### config.mk
export PLATFORM = sky130hd
export DESIGN_NAME = lava_seq_ctrl
export DESIGN_NICKNAME = d
export VERILOG_FILES = /design/src/rtl/lava_seq_ctrl.sv
export SDC_FILE = /design/constraint.sdc
export NUM_CORES = 1
export LEC_CHECK = 0
export BUFFER_PORTS_ARGS = -buffer_cell sky130_fd_sc_hd__buf_4
export CORE_MARGIN = 3
export CORE_UTILIZATION = 47
export DETAILED_ROUTE_END_ITERATION = 7
export GPL_ROUTABILITY_DRIVEN = 0
export PLACE_DENSITY = 0.83
export RECOVER_POWER = 25
export SLEW_MARGIN = 10
export SYNTH_ARGS = -nofsm -noshare
export SYNTH_HDL_FRONTEND = slang
export SYNTH_SLANG_ARGS = --single-unit
### constraint.sdc
create_clock -name clk -period 1.9 [get_ports clk]
set_input_delay 0.285 -clock clk [delete_from_list [all_inputs] [get_ports clk]]
set_output_delay 0.285 -clock clk [all_outputs]
set_load 0.02 [all_outputs]
### src/rtl/lava_seq_ctrl.sv
// Program sequencer for the two-lane LAVA datapath: ROM fetch, operand latch, ALU wait, dual RAM write.
// Optional busy-cycle counter on o_cycle_cnt is enabled by defining LAVA_SEQ_PERF_CNT_EN.
module lava_seq_ctrl #(
  parameter int unsigned RADDR_W  = 3,
  parameter int unsigned WADDR_W  = 4,
  parameter int unsigned PROG_LEN = 8,
  parameter int unsigned ROM_LAT  = 1,
  parameter int unsigned ALU_LAT  = 1,
  parameter logic [3:0]  HALT_OP  = 4'hF
) (
  input  logic               clk,
  input  logic               rst,
  input  logic               i_start,
  input  logic               i_stall,
  output logic               o_busy,
  output logic               o_done,
  output logic [RADDR_W-1:0] o_rom_addr,
  input  logic [35:0]        i_rom_data,
  output logic [3:0]         o_inst,
  output logic [7:0]         o_opa0,
  output logic [7:0]         o_opb0,
  output logic [7:0]         o_opa1,
  output logic [7:0]         o_opb1,
  output logic               o_ram_we,
  output logic [WADDR_W-1:0] o_ram_addra,
  output logic [WADDR_W-1:0] o_ram_addrb,
  output logic [RADDR_W:0]   o_instr_cnt,
  output logic [15:0]        o_cycle_cnt
);

  localparam int unsigned CNT_W   = RADDR_W + 1;
  localparam int unsigned LAT_MAX = (ROM_LAT > ALU_LAT) ? ROM_LAT : ALU_LAT;
  localparam int unsigned DWELL_W = (LAT_MAX > 1) ? $clog2(LAT_MAX) : 1;

  typedef enum logic [2:0] {
    S_IDLE  = 3'd0,
    S_FETCH = 3'd1,
    S_LATCH = 3'd2,
    S_EXEC  = 3'd3,
    S_WRITE = 3'd4,
    S_DONE  = 3'd5
  } state_t;

  state_t               r_state;
  logic [DWELL_W-1:0]   r_dwell;
  logic                 r_busy;
  logic                 r_done;
  logic                 r_we;
  logic [RADDR_W-1:0]   r_rom_addr;
  logic [WADDR_W-1:0]   r_wptr;
  logic [WADDR_W-1:0]   r_addrb;
  logic [CNT_W-1:0]     r_instr_cnt;
  logic [3:0]           r_inst;
  logic [7:0]           r_opa0;
  logic [7:0]           r_opb0;
  logic [7:0]           r_opa1;
  logic [7:0]           r_opb1;
  logic                 w_accept;

  assign w_accept = (r_state == S_IDLE) && i_start;

  // Sequencer; lane-1 address is kept as its own register so it resets to 0 with everything else.
  always_ff @(posedge clk or negedge rst) begin
    if (!rst) begin
      r_state     <= S_IDLE;
      r_dwell     <= '0;
      r_busy      <= 1'b0;
      r_done      <= 1'b0;
      r_we        <= 1'b0;
      r_rom_addr  <= '0;
      r_wptr      <= '0;
      r_addrb     <= '0;
      r_instr_cnt <= '0;
      r_inst      <= '0;
      r_opa0      <= '0;
      r_opb0      <= '0;
      r_opa1      <= '0;
      r_opb1      <= '0;
    end else begin
      r_done <= 1'b0;
      r_we   <= 1'b0;
      case (r_state)
        S_IDLE: begin
          if (i_start) begin
            r_state     <= S_FETCH;
            r_busy      <= 1'b1;
            r_dwell     <= '0;
            r_rom_addr  <= '0;
            r_wptr      <= '0;
            r_addrb     <= WADDR_W'(1);
            r_instr_cnt <= '0;
          end
        end
        S_FETCH: begin
          if (!i_stall) begin
            if (r_dwell == DWELL_W'(ROM_LAT - 1)) begin
              r_dwell <= '0;
              r_state <= S_LATCH;
            end else begin
              r_dwell <= r_dwell + DWELL_W'(1);
            end
          end
        end
        S_LATCH: begin
          r_inst <= i_rom_data[35:32];
          r_opa0 <= i_rom_data[31:24];
          r_opb0 <= i_rom_data[23:16];
          r_opa1 <= i_rom_data[15:8];
          r_opb1 <= i_rom_data[7:0];
          r_dwell <= '0;
          if (i_rom_data[35:32] == HALT_OP) begin
            r_state <= S_DONE;
            r_done  <= 1'b1;
          end else begin
            r_state <= S_EXEC;
          end
        end
        S_EXEC: begin
          if (!i_stall) begin
            if (r_dwell == DWELL_W'(ALU_LAT - 1)) begin
              r_dwell <= '0;
              r_state <= S_WRITE;
              r_we    <= 1'b1;
            end else begin
              r_dwell <= r_dwell + DWELL_W'(1);
            end
          end
        end
        S_WRITE: begin
          if (i_stall) begin
            r_we <= 1'b1;
          end else begin
            r_wptr      <= r_wptr + WADDR_W'(2);
            r_addrb     <= r_addrb + WADDR_W'(2);
            r_instr_cnt <= r_instr_cnt + CNT_W'(1);
            if (r_rom_addr == RADDR_W'(PROG_LEN - 1)) begin
              r_state <= S_DONE;
              r_done  <= 1'b1;
            end else begin
              r_rom_addr <= r_rom_addr + RADDR_W'(1);
              r_state    <= S_FETCH;
            end
          end
        end
        S_DONE: begin
          r_busy  <= 1'b0;
          r_state <= S_IDLE;
        end
        default: begin
          r_state <= S_IDLE;
          r_busy  <= 1'b0;
        end
      endcase
    end
  end

`ifdef LAVA_SEQ_PERF_CNT_EN
  logic [15:0] r_cycle_cnt;

  // Saturating busy-cycle counter, cleared when a run is accepted.
  always_ff @(posedge clk or negedge rst) begin
    if (!rst) begin
      r_cycle_cnt <= '0;
    end else if (w_accept) begin
      r_cycle_cnt <= '0;
    end else if (r_busy && (r_cycle_cnt != 16'hFFFF)) begin
      r_cycle_cnt <= r_cycle_cnt + 16'd1;
    end
  end

  assign o_cycle_cnt = r_cycle_cnt;
`else
  logic w_unused_accept;
  assign w_unused_accept = w_accept;
  assign o_cycle_cnt     = 16'd0;
`endif

  // A stall must suppress the write strobe in the very cycle it is raised.
  assign o_ram_we    = r_we & ~i_stall;
  assign o_busy      = r_busy;
  assign o_done      = r_done;
  assign o_rom_addr  = r_rom_addr;
  assign o_inst      = r_inst;
  assign o_opa0      = r_opa0;
  assign o_opb0      = r_opb0;
  assign o_opa1      = r_opa1;
  assign o_opb1      = r_opb1;
  assign o_ram_addra = r_wptr;
  assign o_ram_addrb = r_addrb;
  assign o_instr_cnt = r_instr_cnt;

endmodule

==> results.yml <==
hold_path:
  hold_depth: 2
  hold_class: "in -> reg"
sta:
  fmax_mhz: 608.4
  relSlewSlack_pct: 9.895
  rsz0062_at_grt: "no"
  fin_skew_ps: 8.301
  finalCritPeriodShare_pct: 86.50
  hold_viol: 0
  setup_viol: 0
  period_needed_ps: 1644
  tightestPinTransition_ps: 1352
  tns_ps: 0
  finalMaxSlewViolations: 0
global_routing:
  grt_max_degree: 57
  grt_overflow_total: 0
  antenna_found_initial: 0
  grt_pass1_vias: 1750
  grt_pass1_wl_mm: 7.955
  grtUsageTotal_pct: 16.28
worst_setup_path:
  max_stage_delay_ps: 630
  path_depth: 4
  cp_cell_sequence: "or3b_1 -> nor2_4 -> nand2_1 -> o21ai_0"
  cp.required_ps: 2120
  ff2ff_path_depth: 4
  crit_path_start_kind: "register"
  cp_max_fo: 16
  critPathKind: "reg -> reg"
  cp.arrival_ps: 1870
  endpoint_kind: "register"
  slowest_stage: "dfrtp_1"
  crit_buf_inv: 0
  critical_path.top_delay_family: "simple AND/OR/NAND/NOR gates"
cts:
  cts.htree.levels: 2
  cts.clk_slew.worst_paths_ps: 100
  cts.sink_count: 56
  cts_buffer_depth: 2
  cts_tree: "built"
  numCtsBuffers: 5
  post-cts-setup-buffers: 0
  cts-root-buf: "clkbuf_8"
  clkLatencyLatePin_ps: 300
detailed_routing:
  drt-total-wl_mm: 4.973
  drc: 0
  wl_per_cell_um: 14.13
  vias: 1756
  firstDrtPassIters: 4
  postRouteAntennaNets: 0
  drtIter0Drc: 45
  avgViaCountPerCell: 4.989
finish:
  multiInputGateArea_sq_um: 934.6
  num_antenna_cells: 0
  area_growth_pct: 31.41
  nets: 329
  fill_cells: 384
  seqCellArea_sq_um: 1401
  drive_above_1_share_pct: 49.12
pwr:
  power-per-cell-area_nw_per_um2: 1574
  power_mw: 5.074
  vdd_drop_max_uv: 842.9
  p_leak_nw: 1.587
yosys:
  yosys.cell_types.count: 36
  synth_seq_cells: 56
  syn_area_per_cell_sq_um: 12.78
  ys.flop_type: "dfrtp_1"
  synth_top_area_share_pct: 57.11
  synth_cells: 192
  async_flop_share_pct: 100.0
  synth_top_area_cell: "dfrtp_1"
  yosysMostFrequentCell: "dfrtp_1"
  synthTopCellsByCount: "dfrtp_1, mux2_2, buf_4"
  synth_sequential_area_ratio_pct: 57.11
  syn_area_sq_um: 2454
  synthTopCellsByArea: "dfrtp_1, mux2_2, buf_4"
  yosysWarnings: 0
  synth_edf_count: 0
die:
  dieWidth_um: 78.25
  die_h_um: 78.25
  initial_core_util_pct: 50.28
  fp.coreArea_sq_um: 4880
  rows: 25
  top_level_ports: 110
  dieArea_sq_um: 6123
placement:
  dpl.hpwl_mm: 3.741
  io_buffers: 92
run:
  maxCapViolCount: 0
outcome:
  status: "complete, no violations"
final cells by class:
cell class | instances | share of cell area (%)
Clock buffer | 6 | 2.561
Clock inverter | 2 | 0.3104
Inverter | 1 | 0.1164
Multi-Input combinational cell | 127 | 28.99
Sequential cell | 56 | 43.46
Tap cell | 67 | 2.600
Timing Repair Buffer | 93 | 21.96
worst paths after layout:
kind	to	slack, ps	start
max	o_ram_addra[3]	260	r_state[2]
min	o_opa1[2]	200	i_rom_data[10]
max reg2reg	o_ram_addra[3]	260	r_state[2]
min reg2reg	o_ram_addrb[0]	480	o_ram_addrb[0]
max in group asynchronous	o_opb0[2]	820	rst
min in group asynchronous	o_done	280	rst
worst reg2reg max path: cells and delay by family (launching register included):
family / cells / cell delay, ps
AND/OR/NAND/NOR: 3 / 790
flip-flops: 1 / 630
AO/OA/AOI/OAI: 1 / 150
registers in the layout, indices dropped and copies added (netlist names), 3 cells and up:
name,cells
o_inst,4
o_instr_cnt,4
o_opa0,8
o_opa1,8
o_opb0,8
o_opb1,8
o_ram_addra,3
o_ram_addrb,4
o_rom_addr,3
r_state,3
where the power goes:
group / switching [mW] / leakage, nW / total, mW / internal (mW)
registers: 0.346 / 0.690 / 2.02 / 1.67
clock network: 0.361 / 0.0510 / 0.652 / 0.292
logic: 1.22 / 0.846 / 2.40 / 1.18
total: 1.93 / 1.59 / 5.07 / 3.15
cell usage in the layout (no fill, tap or decap), types with 2 or more instances in the layout:
| master | Yosys | final |
|---|---|---|
| nor2b_1 | 4 | 4 |
| a21oi_1 | 2 | 2 |
| conb_1 | 1 | 17 |
| mux2_1 | 2 | 2 |
| buf_4 | 17 | 91 |
| nor3b_1 | 2 | 2 |
| o21ai_0 | 12 | 12 |
| nand2b_1 | 2 | 2 |
| mux2_2 | 34 | 34 |
| nor3_1 | 3 | 3 |
| o21ai_1 | 4 | 3 |
| nand2_1 | 13 | 13 |
| ha_1 | 5 | 5 |
| nor2_1 | 7 | 7 |
| dfrtp_1 | 56 | 56 |
| a22o_1 | 3 | 3 |
| clkinv_2 | 0 | 2 |
| clkbuf_8 | 0 | 6 |
| a21o_1 | 2 | 2 |
layer usage:
metal	wire (um)	global-route usage [%]	part of all wire, %
met1	2015	19.08	41
met2	2399	27.74	48
met3	496	5.619	10
met4	61	5.769	1.2
met5	0	0	0
logic make-up (layout without fill, tap and decap cells):
logic type      Yosys count  in the layout  share of synthesized area [%]
other cells               1             17                         0.1528
mux                      36             36                          16.52
buf+inv                  25            102                          7.394
simple gates             41             41                          9.231
flops                    56             56                          57.11
fa+ha+maj                 5              5                          2.550
compound gates           28             28                          7.038
through the flow:
step	cell area (sq um)	hold slack [ps]	utilization [%]	instances	worst slack [ps]
4_1_cts	3223	46.18	66.05	352	227.9
2_1_floorplan	2514	-10.59	-	208	388.9
5_1_grt	3224	193.3	66.08	352	69.60
6_report	3224	199.5	66.08	352	256.4
3_5_place_dp	3131	383.4	64.15	344	254.8
3_3_place_gp	3131	376.8	64.15	344	313.4
what timing repair did:
| action | CTS | global route |
|---|---|---|
| hold buffers | 0 | 0 |
| setup endpoints to repair | 0 | 1 |
| gates resized for setup | 0 | 1 |
Note: power is estimated with default switching activity, not from simulation.
